**config.mk**
```make
export PLATFORM = sky130hd
export DESIGN_NAME = fpu_add_align_stage_flat
export DESIGN_NICKNAME = d
export VERILOG_FILES = /design/src/rtl/fpu_add_align_stage_if.sv /design/src/rtl/fpu_add_align_stage.sv /design/src/flat_wrapper.sv
export SDC_FILE = /design/constraint.sdc
export NUM_CORES = 1
export LEC_CHECK = 0
export ABC_AREA = 1
export CORE_AREA = 4 4 100 197
export CTS_BUF_LIST = sky130_fd_sc_hd__clkbuf_4
export DETAILED_ROUTE_END_ITERATION = 8
export DIE_AREA = 0 0 104 201
export PLACE_DENSITY = 0.78
export SYNTH_ARGS = -nofsm -noshare
export SYNTH_HDL_FRONTEND = slang
export SYNTH_SLANG_ARGS = --single-unit
```
**constraint.sdc**
```tcl
create_clock -name i_clk -period 7.01 [get_ports i_clk]
set_input_delay 0.701 -clock i_clk [delete_from_list [all_inputs] [get_ports i_clk]]
set_output_delay 0.701 -clock i_clk [all_outputs]
set_load 0.1 [all_outputs]
```
**src/rtl/fpu_add_align_stage_if.sv**
```systemverilog
// Handshake and data bundle for the FP32 adder pre-alignment stage.
// The slave modport is the stage's view; the master modport is the producer/consumer side.
interface fpu_add_align_stage_if #(
    parameter int EXP_W = 8,
    parameter int MAN_W = 23
);
    localparam int DW = 1 + EXP_W + MAN_W;
    localparam int AW = MAN_W + 4;

    logic          i_valid;
    logic          o_ready;
    logic [DW-1:0] i_data_a;
    logic [DW-1:0] i_data_b;
    logic          i_sub;
    logic          o_valid;
    logic          i_ready;
    logic          o_swap;
    logic          o_sign_big;
    logic          o_eff_sub;
    logic [EXP_W-1:0] o_exp_big;
    logic [AW-1:0] o_mant_big;
    logic [AW-1:0] o_mant_small;

    modport slave (
        input  i_valid, i_data_a, i_data_b, i_sub, i_ready,
        output o_ready, o_valid, o_swap, o_sign_big, o_eff_sub,
               o_exp_big, o_mant_big, o_mant_small
    );

    modport master (
        output i_valid, i_data_a, i_data_b, i_sub, i_ready,
        input  o_ready, o_valid, o_swap, o_sign_big, o_eff_sub,
               o_exp_big, o_mant_big, o_mant_small
    );
endinterface

```
**src/rtl/fpu_add_align_stage.sv**
```systemverilog
// FP32 add/sub operand pre-alignment: magnitude ordering, then small-mantissa shift with G/R/S.
// Optional FPU_ALIGN_DENORM_EN keeps denormals (hidden 0, exponent 1) instead of flushing them to zero.
module fpu_add_align_stage #(
    parameter int EXP_W = 8,
    parameter int MAN_W = 23
) (
    input logic i_clk,
    input logic i_rst,
    fpu_add_align_stage_if.slave bus
);
    localparam int DW = 1 + EXP_W + MAN_W;
    localparam int MW = MAN_W + 1;
    localparam int AW = MAN_W + 4;
    localparam logic [EXP_W-1:0] AW_E = EXP_W'(AW);

    // Carry-out of x + ~y + 1 via 4-bit group generate/propagate; no carry means x < y.
    function automatic logic mant_lt(input logic [MW-1:0] x, input logic [MW-1:0] y);
        logic [MW-1:0] g;
        logic [MW-1:0] p;
        logic c, gg, gp;
        g = x & ~y;
        p = x | ~y;
        c = 1'b1;
        for (int base = 0; base < MW; base += 4) begin
            gg = 1'b0;
            gp = 1'b1;
            for (int k = 0; k < 4; k++) begin
                if (base + k < MW) begin
                    gg = g[base+k] | (p[base+k] & gg);
                    gp = gp & p[base+k];
                end
            end
            c = gg | (gp & c);
        end
        return ~c;
    endfunction

    function automatic logic [EXP_W-1:0] unpack_exp(input logic [DW-1:0] v);
        logic [EXP_W-1:0] e;
        e = v[DW-2:MAN_W];
`ifdef FPU_ALIGN_DENORM_EN
        return (e == '0) ? EXP_W'(1) : e;
`else
        return e;
`endif
    endfunction

    function automatic logic [MW-1:0] unpack_mant(input logic [DW-1:0] v);
        logic hidden;
        hidden = (v[DW-2:MAN_W] != '0);
`ifdef FPU_ALIGN_DENORM_EN
        return {hidden, v[MAN_W-1:0]};
`else
        return hidden ? {1'b1, v[MAN_W-1:0]} : '0;
`endif
    endfunction

    logic en1, en2;

    logic             s1_valid_q, s1_valid_d;
    logic             s1_swap_q, s1_swap_d;
    logic             s1_sign_big_q, s1_sign_big_d;
    logic             s1_eff_sub_q, s1_eff_sub_d;
    logic [EXP_W-1:0] s1_exp_big_q, s1_exp_big_d;
    logic [EXP_W-1:0] s1_diff_q, s1_diff_d;
    logic [MW-1:0]    s1_mant_big_q, s1_mant_big_d;
    logic [MW-1:0]    s1_mant_small_q, s1_mant_small_d;

    logic             o_valid_q, o_valid_d;
    logic             o_swap_q, o_swap_d;
    logic             o_sign_big_q, o_sign_big_d;
    logic             o_eff_sub_q, o_eff_sub_d;
    logic [EXP_W-1:0] o_exp_big_q, o_exp_big_d;
    logic [AW-1:0]    o_mant_big_q, o_mant_big_d;
    logic [AW-1:0]    o_mant_small_q, o_mant_small_d;

    assign en2 = ~o_valid_q | bus.i_ready;
    assign en1 = ~s1_valid_q | en2;

    // Stage 1: unpack and order by magnitude.
    always_comb begin
        logic             sa, sb, swap;
        logic [EXP_W-1:0] ea, eb;
        logic [MW-1:0]    ma, mb;
        sa   = bus.i_data_a[DW-1];
        sb   = bus.i_data_b[DW-1];
        ea   = unpack_exp(bus.i_data_a);
        eb   = unpack_exp(bus.i_data_b);
        ma   = unpack_mant(bus.i_data_a);
        mb   = unpack_mant(bus.i_data_b);
        swap = (ea < eb) | ((ea == eb) & mant_lt(ma, mb));

        s1_valid_d      = s1_valid_q;
        s1_swap_d       = s1_swap_q;
        s1_sign_big_d   = s1_sign_big_q;
        s1_eff_sub_d    = s1_eff_sub_q;
        s1_exp_big_d    = s1_exp_big_q;
        s1_diff_d       = s1_diff_q;
        s1_mant_big_d   = s1_mant_big_q;
        s1_mant_small_d = s1_mant_small_q;
        if (en1) begin
            s1_valid_d      = bus.i_valid;
            s1_swap_d       = swap;
            s1_sign_big_d   = swap ? (sb ^ bus.i_sub) : sa;
            s1_eff_sub_d    = sa ^ sb ^ bus.i_sub;
            s1_exp_big_d    = swap ? eb : ea;
            s1_diff_d       = swap ? (eb - ea) : (ea - eb);
            s1_mant_big_d   = swap ? mb : ma;
            s1_mant_small_d = swap ? ma : mb;
        end
    end

    // Stage 2: right-shift the small mantissa, folding every lost bit into the sticky LSB.
    always_comb begin
        logic [AW-1:0] full, shifted;
        full    = {s1_mant_small_q, 3'b000};
        shifted = '0;
        if (s1_diff_q >= AW_E) begin
            shifted = AW'(|s1_mant_small_q);
        end else begin
            shifted    = full >> s1_diff_q;
            shifted[0] = shifted[0] | (|(full & ~({AW{1'b1}} << s1_diff_q)));
        end

        o_valid_d      = o_valid_q;
        o_swap_d       = o_swap_q;
        o_sign_big_d   = o_sign_big_q;
        o_eff_sub_d    = o_eff_sub_q;
        o_exp_big_d    = o_exp_big_q;
        o_mant_big_d   = o_mant_big_q;
        o_mant_small_d = o_mant_small_q;
        if (en2) begin
            o_valid_d      = s1_valid_q;
            o_swap_d       = s1_swap_q;
            o_sign_big_d   = s1_sign_big_q;
            o_eff_sub_d    = s1_eff_sub_q;
            o_exp_big_d    = s1_exp_big_q;
            o_mant_big_d   = {s1_mant_big_q, 3'b000};
            o_mant_small_d = shifted;
        end
    end

    // NOTE: non-blocking assignments here so every flop samples pre-edge values of the others.
    always_ff @(posedge i_clk or posedge i_rst) begin
        if (i_rst) begin
            s1_valid_q      <= 1'b0;
            s1_swap_q       <= 1'b0;
            s1_sign_big_q   <= 1'b0;
            s1_eff_sub_q    <= 1'b0;
            s1_exp_big_q    <= '0;
            s1_diff_q       <= '0;
            s1_mant_big_q   <= '0;
            s1_mant_small_q <= '0;
            o_valid_q       <= 1'b0;
            o_swap_q        <= 1'b0;
            o_sign_big_q    <= 1'b0;
            o_eff_sub_q     <= 1'b0;
            o_exp_big_q     <= '0;
            o_mant_big_q    <= '0;
            o_mant_small_q  <= '0;
        end else begin
            s1_valid_q      <= s1_valid_d;
            s1_swap_q       <= s1_swap_d;
            s1_sign_big_q   <= s1_sign_big_d;
            s1_eff_sub_q    <= s1_eff_sub_d;
            s1_exp_big_q    <= s1_exp_big_d;
            s1_diff_q       <= s1_diff_d;
            s1_mant_big_q   <= s1_mant_big_d;
            s1_mant_small_q <= s1_mant_small_d;
            o_valid_q       <= o_valid_d;
            o_swap_q        <= o_swap_d;
            o_sign_big_q    <= o_sign_big_d;
            o_eff_sub_q     <= o_eff_sub_d;
            o_exp_big_q     <= o_exp_big_d;
            o_mant_big_q    <= o_mant_big_d;
            o_mant_small_q  <= o_mant_small_d;
        end
    end

    assign bus.o_ready      = en1;
    assign bus.o_valid      = o_valid_q;
    assign bus.o_swap       = o_swap_q;
    assign bus.o_sign_big   = o_sign_big_q;
    assign bus.o_eff_sub    = o_eff_sub_q;
    assign bus.o_exp_big    = o_exp_big_q;
    assign bus.o_mant_big   = o_mant_big_q;
    assign bus.o_mant_small = o_mant_small_q;
endmodule
```
**src/flat_wrapper.sv**
```systemverilog
// flat-port wrapper written by rule: the top's interface ports become plain ports
module fpu_add_align_stage_flat 
#(
    parameter int EXP_W = 8,
    parameter int MAN_W = 23
)
  (i_clk, i_rst, bus_i_valid, bus_i_data_a, bus_i_data_b, bus_i_sub, bus_i_ready, bus_o_ready, bus_o_valid, bus_o_swap, bus_o_sign_big, bus_o_eff_sub, bus_o_exp_big, bus_o_mant_big, bus_o_mant_small);
  fpu_add_align_stage_if #(.EXP_W(EXP_W), .MAN_W(MAN_W)) bus_i ();
  input logic i_clk;
  input logic i_rst;
  input wire logic [$bits(bus_i.i_valid)-1:0] bus_i_valid;
  input wire logic [$bits(bus_i.i_data_a)-1:0] bus_i_data_a;
  input wire logic [$bits(bus_i.i_data_b)-1:0] bus_i_data_b;
  input wire logic [$bits(bus_i.i_sub)-1:0] bus_i_sub;
  input wire logic [$bits(bus_i.i_ready)-1:0] bus_i_ready;
  output wire logic [$bits(bus_i.o_ready)-1:0] bus_o_ready;
  output wire logic [$bits(bus_i.o_valid)-1:0] bus_o_valid;
  output wire logic [$bits(bus_i.o_swap)-1:0] bus_o_swap;
  output wire logic [$bits(bus_i.o_sign_big)-1:0] bus_o_sign_big;
  output wire logic [$bits(bus_i.o_eff_sub)-1:0] bus_o_eff_sub;
  output wire logic [$bits(bus_i.o_exp_big)-1:0] bus_o_exp_big;
  output wire logic [$bits(bus_i.o_mant_big)-1:0] bus_o_mant_big;
  output wire logic [$bits(bus_i.o_mant_small)-1:0] bus_o_mant_small;
  assign bus_i.i_valid = bus_i_valid;
  assign bus_i.i_data_a = bus_i_data_a;
  assign bus_i.i_data_b = bus_i_data_b;
  assign bus_i.i_sub = bus_i_sub;
  assign bus_i.i_ready = bus_i_ready;
  assign bus_o_ready = bus_i.o_ready;
  assign bus_o_valid = bus_i.o_valid;
  assign bus_o_swap = bus_i.o_swap;
  assign bus_o_sign_big = bus_i.o_sign_big;
  assign bus_o_eff_sub = bus_i.o_eff_sub;
  assign bus_o_exp_big = bus_i.o_exp_big;
  assign bus_o_mant_big = bus_i.o_mant_big;
  assign bus_o_mant_small = bus_i.o_mant_small;
  fpu_add_align_stage #(.EXP_W(EXP_W), .MAN_W(MAN_W)) u_core (.i_clk(i_clk), .i_rst(i_rst), .bus(bus_i));
endmodule
```
==> impl_metrics.tcl <==
set metrics [dict create \
    cp-start-kind "primary input" \
    yosys.area.top_type_share_pct 37.9 \
    dieArea_um2 20900 \
    slowest_delay_ps 1300 \
    stdcell_count 1609 \
    initial_core_util_pct 47.5 \
    wirelength_um 26100 \
    synthTopCellsByArea "dfrtp_1, nand2_1, nand3_1" \
    overflow 0 \
    drt_iter0_drc 462 \
    syn2layout_area_growth_pct 18.7 \
    status "finished clean" \
    multiInputGateArea_um2 4620 \
    worstSetupPathType "in2out" \
    critPathArrivalTime_ps 3520 \
    slew_headroom_pct 25.4 \
    layout_setup_ws_ps 2790 \
    cpLargestDelayFamily "buffers and inverters" \
    synth_area_um2 8640 \
    grt_pass1_wl_um 42600 \
    hold_violations 0 \
    design_area_um2 10300 \
    clockBufferDepth 2 \
    clk_pin_slew_ps 120 \
    setup.worst_path.end_class "output pin" \
    antenna_found_initial 1 \
    final_common_cell "nand2_1" \
    place_inst 1577 \
    fmax_ghz 0.237 \
    grt_max_degree 74 \
    port_buffers 132 \
    vias 8829 \
    power.density_nw_per_um2 279 \
    path_buf_inv 4 \
    synth-seq-cells 131 \
    peakVddDrop_mv 0.111 \
    drive_gt1_share_pct 4.24 \
    rows 70 \
    worstMarginPinSlew_ps 1120 \
    slowest_stage "clkdlybuf4s50_1" \
    seq_area_um2 3280 \
    leakage_nw 5.18 \
    netlist_instances 1298 \
    fin_crit_ps 4220 \
    fp.dieW_um 104 \
    cp.required_ps 6310 \
    synth_edf_count 0 \
    grt_pass1_vias 8577 \
    h-tree-depth 4 \
    post_cts_resized 0 \
    postSynth.asyncResetShare_pct 100 \
    drv_slew 0 \
    path_cells "clkdlybuf4s50_1, nor2_4, inv_1, nor2_4, inv_2, clkdlybuf4s50_1" \
    finalSetupTns_ps 0 \
    fillers 1813 \
    numCtsBuffers 17 \
    synth_cell_types 47 \
    yosysSeqAreaShare_pct 37.9 \
    crit_path_max_fanout 67 \
    cts_tree "done" \
    setup_viol 0 \
    skew_ps 17.3 \
    die_h_um 201 \
    drtAntennaViolNets 0 \
    clock_sinks 131 \
    finalCritPeriodShare_pct 60.2 \
    drc_errors 0 \
    hold_path_class "reg2reg" \
    grt_usage_pct 25.1 \
    drt-wirelength-per-cell_um 16.2 \
    rsz0062_at_grt "no" \
    postCtsSetupBuffers 0 \
    core-area_um2 18200 \
    dpl_cell_area_um2 9950 \
    nNetsFinal 1466 \
    clk_latency_ps 540 \
    yosysWarnings 0 \
    post-dp-hpwl_um 19700 \
    layout_common_cells "nand2_1, nand3_1, clkdlybuf4s50_1" \
    cts_hold_buf 0 \
    timing.max_cap.violations 0 \
    ys.flop_type "dfrtp_1" \
    dr.pass1.iters 5 \
    dp_slack_ps 2790 \
    root_buffer "clkbuf_4" \
    syn_area_per_cell_um2 6.66 \
    pin_count 136 \
    globalplace.congestion 0.947 \
    via_per_inst 5.49 \
    yosysTopAreaCell "dfrtp_1" \
]
==> stage by stage <==
| step | util (%) | hold WS, ps | total power, mW |
|---|---|---|---|
| 3_5_place_dp | 54.6 | 455 | 2.32 |
| 5_1_grt | 56.3 | 509 | 3.03 |
| 4_1_cts | 56.3 | 483 | 2.87 |
| 2_1_floorplan | - | 423 | 1.94 |
| 6_report | 56.3 | 481 | 2.86 |
| 3_3_place_gp | 54.6 | 449 | 2.31 |
==> synthesized netlist by cell type, types with 2 or more instances <==
cell type,n
fa_1,2
a2111oi_0,2
clkbuf_1,56
nor2_1,78
a32o_1,10
a21oi_1,24
dfrtp_1,131
xor2_1,12
o21ai_1,3
mux2i_1,8
buf_6,8
buf_1,4
buf_4,3
a31oi_1,7
o22ai_1,2
buf_2,10
o31ai_1,7
o21ai_0,90
inv_1,95
nand2_2,5
clkinv_1,4
nand2_1,516
xnor2_1,2
o311ai_0,2
nand3_1,176
o211ai_1,3
nor3_1,4
ha_1,15
==> registers in the layout, summed over array words and instances (netlist names), 8 cells and up <==
name and count:
u_core.bus.o_mant_big 24, u_core.s1_diff_q 8, u_core.bus.o_mant_small 27, u_core.s1_exp_big_q 8, u_core.s1_mant_small_q 24, u_core.s1_mant_big_q 24, u_core.bus.o_exp_big 8
==> area by class of cell <==
type | instances | area share, %
tap | 216 | 2.63
timing repair buffer | 142 | 13.6
inverter | 101 | 3.74
sequential | 131 | 32.0
multi-input combinational | 987 | 45.0
antenna | 1 | 0.0244
clock inverter | 14 | 1.74
clock buffer | 17 | 1.24
==> worst reg2reg max path, cell delays in order, from the launching register on <==
cell and delay (ps):
dfrtp_1 410, nor2_2 640, clkinv_1 670, nor2_1 410, o21ai_0 140, a2111oi_0 700
nand3_1 160, nor2_1 210, nand2_1 60, o21ai_0 170, nand2_1 70
==> per-layer routing <==
metal | share of wire, % | global-route usage (%)
met1 | 37 | 28.0
met2 | 53 | 45.7
met3 | 4.2 | 2.70
met4 | 5.3 | 14.5
met5 | 0 | 0
==> kinds of logic after synthesis <==
group	after synthesis	synth area share [%]
multiplexers	8	0.926
XOR/XNOR	14	1.42
flip-flops	131	37.9
buffers and inverters	182	8.90
AND/OR/NAND/NOR	787	37.5
adder cells (fa/ha/maj)	17	2.63
other	1	0.0434
AO/OA/AOI/OAI	158	10.7
==> report_power, final <==
part,leakage [nW],switching (mW),internal [mW]
logic,3.42,0.987,0.351
registers,1.60,0.102,0.877
clock network,0.161,0.294,0.251
total,5.18,1.38,1.48
==> worst paths after layout <==
path | start | end | slack, ps | cells after the start
hold reg to reg | u_core.s1_mant_big_q[16] | u_core.bus.o_mant_big[19] | 480 | 2
max in group asynchronous | i_rst | u_core.s1_mant_small_q[15] | 5020 | 3
setup reg to reg | u_core.s1_diff_q[7] | u_core.bus.o_mant_small[0] | 3270 | 10
min in group asynchronous | i_rst | u_core.bus.o_exp_big[5] | 630 | 2
setup / recovery | bus_i_ready | bus_o_ready | 2790 | 6
hold / removal | u_core.s1_mant_big_q[16] | u_core.bus.o_mant_big[19] | 480 | 2
(Power assumes the default switching activity.)
